## src/rtl/mem_arbiter.sv

```systemverilog
`default_nettype none
// ============================================================================
// Module      : mem_arbiter
// Description : Fixed-priority arbiter that shares one single-port memory
//               between an instruction-fetch port and a data port. The data
//               port wins ties. Each access holds the memory for MEM_LAT
//               cycles and then spends one DONE cycle pulsing the winner's
//               done output.
// Revision    : 1.0 - initial release
// ============================================================================
module mem_arbiter #(
   parameter int unsigned MEM_LAT = 4
) (
   input  logic        clk,
   input  logic        rst,
   // instruction-fetch port
   input  logic        i_req,
   input  logic [15:0] i_addr,
   output logic        i_done,
   output logic [15:0] i_rdata,
   // data port
   input  logic        d_req,
   input  logic        d_wr,
   input  logic [15:0] d_addr,
   input  logic [15:0] d_wdata,
   output logic        d_done,
   output logic [15:0] d_rdata,
   // shared memory
   output logic        mem_enable,
   output logic        mem_wr,
   output logic [15:0] mem_addr,
   output logic [15:0] mem_data_in,
   input  logic [15:0] mem_data_out,
   output logic        busy
);

   typedef enum logic [1:0] {
      ST_IDLE   = 2'd0,
      ST_ACCESS = 2'd1,
      ST_DONE   = 2'd2
   } state_t;

   // The counter counts down from MEM_LAT-1 to 0, so ACCESS lasts MEM_LAT cycles.
   localparam logic [3:0] LAT_INIT = 4'(MEM_LAT - 1);

   state_t      state_q,     state_d;
   logic [3:0]  cnt_q,       cnt_d;
   logic [15:0] addr_q,      addr_d;
   logic        wr_q,        wr_d;
   logic [15:0] wdata_q,     wdata_d;
   logic        gnt_data_q,  gnt_data_d;   // 1 = data port owns the access
   logic [15:0] i_rdata_q,   i_rdata_d;
   logic [15:0] d_rdata_q,   d_rdata_d;

   // State register and latched access fields; reset clears everything.
   always_ff @(posedge clk) begin
      if (rst) begin
         state_q    <= ST_IDLE;
         cnt_q      <= 4'd0;
         addr_q     <= 16'd0;
         wr_q       <= 1'b0;
         wdata_q    <= 16'd0;
         gnt_data_q <= 1'b0;
         i_rdata_q  <= 16'd0;
         d_rdata_q  <= 16'd0;
      end else begin
         state_q    <= state_d;
         cnt_q      <= cnt_d;
         addr_q     <= addr_d;
         wr_q       <= wr_d;
         wdata_q    <= wdata_d;
         gnt_data_q <= gnt_data_d;
         i_rdata_q  <= i_rdata_d;
         d_rdata_q  <= d_rdata_d;
      end
   end

   // Next-state logic: grant in IDLE, time the access, capture read data.
   always_comb begin
      state_d    = state_q;
      cnt_d      = cnt_q;
      addr_d     = addr_q;
      wr_d       = wr_q;
      wdata_d    = wdata_q;
      gnt_data_d = gnt_data_q;
      i_rdata_d  = i_rdata_q;
      d_rdata_d  = d_rdata_q;
      case (state_q)
         ST_IDLE: begin
            if (d_req) begin
               state_d    = ST_ACCESS;
               cnt_d      = LAT_INIT;
               addr_d     = d_addr;
               wr_d       = d_wr;
               wdata_d    = d_wdata;
               gnt_data_d = 1'b1;
            end else if (i_req) begin
               state_d    = ST_ACCESS;
               cnt_d      = LAT_INIT;
               addr_d     = i_addr;
               wr_d       = 1'b0;
               wdata_d    = 16'd0;
               gnt_data_d = 1'b0;
            end
         end
         ST_ACCESS: begin
            if (cnt_q == 4'd0) begin
               state_d = ST_DONE;
               // Memory read data is valid in the final access cycle only.
               if (!wr_q) begin
                  if (gnt_data_q) begin
                     d_rdata_d = mem_data_out;
                  end else begin
                     i_rdata_d = mem_data_out;
                  end
               end
            end else begin
               cnt_d = cnt_q - 4'd1;
            end
         end
         ST_DONE: begin
            state_d = ST_IDLE;
         end
         default: begin
            state_d = ST_IDLE;
         end
      endcase
   end

   // Outputs are forced low while rst is asserted so reset is visible immediately.
   logic in_access;
   logic in_done;
   assign in_access   = (state_q == ST_ACCESS) && !rst;
   assign in_done     = (state_q == ST_DONE) && !rst;

   assign mem_enable  = in_access;
   assign mem_wr      = in_access && wr_q;
   assign mem_addr    = in_access ? addr_q  : 16'd0;
   assign mem_data_in = in_access ? wdata_q : 16'd0;
   assign i_done      = in_done && !gnt_data_q;
   assign d_done      = in_done && gnt_data_q;
   assign i_rdata     = rst ? 16'd0 : i_rdata_q;
   assign d_rdata     = rst ? 16'd0 : d_rdata_q;
   assign busy        = (state_q != ST_IDLE) && !rst;

endmodule
`default_nettype wire
```

## config.mk

```make
export PLATFORM = sky130hd
export DESIGN_NAME = mem_arbiter
export DESIGN_NICKNAME = d
export VERILOG_FILES = /design/src/rtl/mem_arbiter.sv
export SDC_FILE = /design/constraint.sdc
export NUM_CORES = 1
export LEC_CHECK = 0
export BUFFER_PORTS_ARGS = -buffer_cell sky130_fd_sc_hd__buf_2
export CAP_MARGIN = 20
export CORE_AREA = 2 2 83 101
export CTS_CLUSTER_DIAMETER = 30
export DETAILED_ROUTE_END_ITERATION = 8
export DIE_AREA = 0 0 85 103
export PLACE_DENSITY = 0.83
export SKIP_LAST_GASP = 1
export SLEW_MARGIN = 0
export SYNTH_ARGS = -nofsm -noshare
export SYNTH_HDL_FRONTEND = slang
export SYNTH_SLANG_ARGS = --single-unit
```

## constraint.sdc

```tcl
create_clock -name clk -period 1.9 [get_ports clk]
set_clock_uncertainty 0.1 [all_clocks]
set_input_delay 0.19 -clock clk [delete_from_list [all_inputs] [get_ports clk]]
set_output_delay 0.19 -clock clk [all_outputs]
set_load 0.03 [all_outputs]
```

# Word level (Yosys, flattened, before mapping)
# Cells that the tools add are included.
[totals]
ff_bits = 72
input_bits = 69
output_inout_bits = 69
wordCells = 53
[classes]
add_sub_neg = 1
n_eq_ne = 5
n_mux = 19
bitwise = 2
n_reduce_logical = 18
[op_table]
columns = ["op", "count"]
rows = [
  ["$mux 16", 8],
  ["$mux 4", 3],
  ["$pmux 4 s2", 1],
  ["$reduce_and 4->1", 2],
  ["$logic_and 1x1->1", 6],
  ["$mux 2", 3],
  ["$reduce_bool 2->1", 3],
  ["$logic_not 4->1", 1],
  ["$ne 2x2->1 const B", 2],
  ["$pmux 2 s2", 1],
  ["$reduce_and 2->1", 2],
  ["$sub 4x1->4 const B", 1],
  ["$mux 1", 3],
  ["$ne 3x3->1 const B", 1],
  ["$reduce_and 3->1", 1],
  ["$eq 2x1->1 const B", 1],
  ["$eq 2x2->1 const B", 1],
  ["$logic_not 1->1", 2],
  ["$logic_not 2->1", 1],
  ["$not 1->1", 2],
]

# Longest topological paths before layout
[logic_depth]
depth_word = 3
mapped_depth = 7
mapped_depth_nobuf = 5

# Worst setup path after synthesis
# Ideal clock, no wire load.
[synth_timing]
path_type = "register -> register"
from = "register cnt_q[0]"
to = "register i_rdata_q[0]"
arrival_ns = 1.765
t_required_ns = 1.681
path_slack_ns = -0.084
path_stages_with_launch = 8
path_buffers = 2
cell_sequence = "dfxtp_1 -> inv_1 -> ha_1 -> or3b_4 -> or4_4 -> buf_6 -> buf_12 -> mux2i_1"
[synth_via]
elab_chain_cells = 2
[synth_rtl]
columns = ["item", "line_no", "text"]
rows = [
  ["start: declaration", "47", "logic [3:0] cnt_q, cnt_d;"],
  ["start signal: assignment", "68", "cnt_q <= cnt_d;"],
  ["$logic_not 4->1", "107", "if (cnt_q == 4'd0) begin"],
  ["$reduce_and 4->1 (no line)", "-", ""],
  ["end signal: assignment", "73", "i_rdata_q <= i_rdata_d;"],
  ["end: declaration", "52", "logic [15:0] i_rdata_q, i_rdata_d;"],
]
# No other way between the ends.
# A chain may end at the register's enable or synchronous reset.

# Worst setup path in the final report
[layout_timing]
from = "register state_q[1]"
to = "output mem_addr[5]"
[layout_via]
elab_chain_cells = 3
[layout_rtl]
columns = ["item", "line_no", "text"]
rows = [
  ["start: declaration", "46", "state_t state_q, state_d;"],
  ["start signal: assignment", "67", "state_q <= state_d;"],
  ["$eq 2x1->1", "133", "assign in_access = (state_q == ST_ACCESS) && !rst;"],
  ["$logic_and 1x1->1", "133", ""],
  ["$mux 16", "138", "assign mem_addr = in_access ? addr_q : 16'd0;"],
  ["end: declaration", "31", "output logic [15:0] mem_addr,"],
]
# No other way between the ends.

==> PnR_summary.wiki <==
{| class="wikitable"
! Metric !! Value
|-
| Status || finished clean
|-
| CTS sink cnt || 72
|-
| # DRC || 0
|-
| GPL Wtd Cong || 0.7979
|-
| Buffers and inverters on the worst path || 3
|-
| Syn Nets || 414
|-
| Largest delay contributor family on the critical path || simple AND/OR/NAND/NOR gates
|-
| Synth-to-layout area growth || 43.40%
|-
| Pre-CTS setup slack || -0.007996 ns
|-
| Number of buffers created by CTS || 9
|-
| Main combinational cell family by area after synthesis || simple AND/OR/NAND/NOR gates
|-
| Number of synthesized register bits || 72
|-
| CP max-delay cell || sky130_fd_sc_hd__dfxtp_2
|-
| Cells along the critical path || nand2b_4, nor2_4, buf_12, clkbuf_16, and2_1, buf_4
|-
| Final design instance area without fill || approximately 4700 um2
|-
| Slew at the pin with the worst max-slew slack || approximately 0.74 ns
|-
| Detailed-placement wirelength estimate || 5.636 mm
|-
| Post-synthesis cell area || around 3300 um2
|-
| Maximum vdd drop || 0.4457 mV
|-
| Post-layout minimum cycle time || 1.879 ns
|-
| Number of distinct standard cells referenced by the synthesized netlist || 33
|-
| Data required time at the worst endpoint || approximately 1.6 ns
|-
| Mux share of post-synthesis cell area || 14.62%
|-
| Setup CP Type || reg2out
|-
| CTS tree || built
|-
| Post-Synth Adder-Cell Area || 0.7613%
|-
| Number of global-route vias before repair || 2890
|-
| Chip Height || 103 um
|-
| Total die area || 8755 um2
|-
| Total routing resource utilization after global routing || between 10% and 20%
|-
| I/O pins || 138
|-
| Routed wire length || 9.252 mm
|-
| Synthesis warning total || 0
|-
| Final number of max-transition violations || 0
|-
| Number of buffers inserted by port buffering || 137
|-
| Design internal power || 2.510 mW
|-
| Total negative slack for setup checks || 0 ns
|-
| Synthesized area per cell || 9.583 um2
|-
| Non-Filler Instances || 602
|-
| Switching part of the total || between 20% and 30%
|-
| Effective utilization at floorplan || 41.70%
|-
| Via total after detailed routing || 3029
|-
| Largest buffer count on any clock path || 2
|-
| Number of DRC markers after the initial detailed-route iteration || 102
|-
| Seq/Total Area, Yosys || 43.85%
|-
| Biggest fanout along the worst timing path || 8
|-
| Post-layout worst setup margin || a little over 0.02 ns
|-
| Final count of hold timing violations || 0
|-
| Clock tree root buffer cell || sky130_fd_sc_hd__clkbuf_8
|-
| Max-capacitance violation count || 0
|-
| Reported leakage power || 2.627 nW
|-
| Number of core rows || 36
|-
| Fraction of registers with async set or reset after synthesis || 0%
|-
| Fraction of power consumed by the clock network || ~28%
|-
| Combinational group share of total power || 24.1%
|-
| Primary FF master, synth || sky130_fd_sc_hd__dfxtp_1
|-
| Critical Path Max Stage Delay || 0.35 ns
|-
| Wire length of the first global-routing pass || 13.39 mm
|-
| Total power divided by cell area || 758.2 nW/um2
|-
| Antenna violations before repair || 0
|-
| Endpoint class of the critical path || primary output
|-
| Setup repair after global routing missed its margin || yes
|-
| Data arrival time at the worst-slack endpoint || 1.59 ns
|-
| Number of H-tree levels || 3
|-
| Inst Count DP || 562
|-
| Achievable frequency || 532.1 MHz
|-
| Antenna diodes || 0
|-
| Mapped Cells || between 300 and 400
|-
| Reg clk slew, reported paths || 0.08 ns
|-
| Die outline width || 85 um
|-
| Skew-Pair Late Insertion Delay || between 0.3 and 0.4 ns
|-
| Final net count || ~570
|-
| Proportion of power drawn by flip-flops and latches || 47.9%
|-
| Minimum hold slack || 0.04121 ns
|-
| Switching power of the nets || 1.064 mW
|-
| Core Box Area || 7883 um2
|-
| Maximum number of pins on one net before global-route repair || 53
|-
| Drt via density || slightly above 5
|-
| Average routed wire per standard cell || 15.37 um
|-
| Detailed-routing iteration count for the pre-antenna-repair pass || 4
|-
| Setup Viol. Count Final || 0
|-
| Share of final-layout standard cells stronger than drive strength 1 || around 37%
|-
| Residual antenna-violating net count after detailed routing || 0
|-
| Number of flops mapped to enable cells by yosys || 0
|-
| Grt ovf || 0
|-
| Min-delay worst type || in2reg
|-
| Share of the clock period used by the worst path || a little over nine tenths
|-
| Normalized max-slew margin || about half
|-
| XOR/XNOR share of the synthesized area || 0%
|-
| Startpoint type of the worst setup path || register
|-
| Compound-Gate Fraction of Synth Area || approximately an eighth
|-
| Post-Synth Simple-Gate Area || between 10% and 20%
|-
| Cell area after placement || 4085 um2
|}
-- power groups by stage --
stage               Clock (mW)  Combinational (mW)  Sequential [mW]
floorplan                    0               0.506             1.72
global placement             0               0.697             1.72
detailed placement           0               0.720             1.73
CTS                       1.03               0.767             1.70
global route              1.11               0.928             1.72
finish                    1.00               0.861             1.71
-- path summary, 6_finish.rpt --
| kind | from | end | slack (ns) | cells after the start |
|---|---|---|---|---|
| setup / recovery | state_q[1]$_SDFFE_PP0P_ | mem_addr[5] | 0.02 | 6 |
| hold / removal | mem_data_out[3] | d_rdata_q[3]$_SDFFE_PP0P_ | 0.04 | 3 |
| setup reg to reg | cnt_q[1]$_SDFFE_PP0P_ | i_rdata_q[15]$_SDFFE_PP0P_ | 0.03 | 5 |
| hold reg to reg | wdata_q[4]$_SDFFE_PP0P_ | wdata_q[4]$_SDFFE_PP0P_ | 0.38 | 1 |
-- cells in the mapped netlist (2+ instances only) --
cell,instances,share of area (%)
sky130_fd_sc_hd__a211oi_1,16,3.7
sky130_fd_sc_hd__a21boi_0,2,0.46
sky130_fd_sc_hd__a21oi_1,17,2.6
sky130_fd_sc_hd__a22o_1,17,4.5
sky130_fd_sc_hd__a31oi_1,2,0.38
sky130_fd_sc_hd__and2_1,34,6.5
sky130_fd_sc_hd__buf_2,5,0.76
sky130_fd_sc_hd__clkbuf_1,18,2.1
sky130_fd_sc_hd__dfxtp_1,72,44
sky130_fd_sc_hd__ha_1,2,0.76
sky130_fd_sc_hd__inv_1,34,3.9
sky130_fd_sc_hd__mux2i_1,48,15
sky130_fd_sc_hd__nand2b_1,49,9.3
sky130_fd_sc_hd__nor2_1,5,0.57
sky130_fd_sc_hd__nor3_1,2,0.30
sky130_fd_sc_hd__nor4b_1,2,0.53
sky130_fd_sc_hd__o31a_1,2,0.53
-- area by class of cell --
cell class | count | area (um2)
flip-flops and latches | 72 | 1449
well taps | 95 | 118.9
repair buffers | 173 | 1221
clock inverters | 4 | 22.52
inverters | 34 | 127.6
fillers | 654 | 3169
clock buffers | 11 | 131.4
multi-input cells | 213 | 1643
-- cells by family (layout without fill, tap and decap cells) --
kind of cell / after synthesis / count (layout)
AO/OA/AOI/OAI: 60 / 60
adder cells (fa/ha/maj): 2 / 2
buffers and inverters: 59 / 222
flip-flops: 72 / 72
multiplexers: 48 / 48
AND/OR/NAND/NOR: 102 / 103
-- flip-flops by register name, indices dropped and copies added, names as in the netlist --
| name | cells |
|---|---|
| d_rdata_q | 16 |
| i_rdata_q | 16 |
| addr_q | 16 |
| wdata_q | 16 |
| wr_q | 1 |
| state_q | 2 |
| cnt_q | 4 |
| gnt_data_q | 1 |
-- worst reg2reg max path: cells and delay by family, from the launching register on --
kind                       cells  cell delay [ns]
buffers and inverters          1             0.07
adders and majority gates      1             0.14
and+or+nand+nor                2             0.94
muxes                          1             0.21
DFF                            1             0.33
-- cells in the final DEF (no fill, tap or decap), types with 2 or more instances in the layout --
master / instances
sky130_fd_sc_hd__a211oi_1: 16
sky130_fd_sc_hd__a21boi_0: 2
sky130_fd_sc_hd__a21oi_1: 17
sky130_fd_sc_hd__a22o_1: 17
sky130_fd_sc_hd__a31oi_1: 2
sky130_fd_sc_hd__and2_1: 30
sky130_fd_sc_hd__and2_4: 4
sky130_fd_sc_hd__buf_12: 2
sky130_fd_sc_hd__buf_2: 106
sky130_fd_sc_hd__buf_4: 25
sky130_fd_sc_hd__buf_6: 18
sky130_fd_sc_hd__clkbuf_1: 2
sky130_fd_sc_hd__clkbuf_16: 3
sky130_fd_sc_hd__clkbuf_4: 2
sky130_fd_sc_hd__clkbuf_8: 9
sky130_fd_sc_hd__clkinv_2: 3
sky130_fd_sc_hd__dfxtp_1: 68
sky130_fd_sc_hd__dfxtp_2: 3
sky130_fd_sc_hd__dlygate4sd3_1: 17
sky130_fd_sc_hd__inv_1: 32
sky130_fd_sc_hd__inv_2: 2
sky130_fd_sc_hd__mux2i_1: 48
sky130_fd_sc_hd__nand2b_1: 48
sky130_fd_sc_hd__nor2_1: 4
sky130_fd_sc_hd__nor3_1: 2
sky130_fd_sc_hd__nor4b_1: 2
sky130_fd_sc_hd__o31a_1: 2
sky130_fd_sc_hd__or4_4: 2
-- routing by layer --
metal	routed length (um)	vias up	GRT usage, %	share of wire [%]
met5	0	-	0	0
met4	198	0	9.158	2.1
met3	588	16	3.443	6.4
met2	4609	138	33.35	50
met1	3855	1397	23.49	42
li1	-	1478	-	-
-- stage by stage --
step | utilization, % | power, mW
finish | 59.79 | 3.574
global route | 59.79 | 3.757
CTS | 56.57 | 3.504
detailed placement | 51.83 | 2.452
global placement | 51.83 | 2.422
floorplan | - | 2.222
-- repair_timing --
item,4_1_cts,5_1_grt
gates cloned,1,4
hold endpoints to repair,17,0
pin swaps,0,1
resized for setup,15,65
hold buffers,17,0
endpoints found under the setup margin,48,32
buffers inserted,0,3
Power figures use the tool's default switching activity.
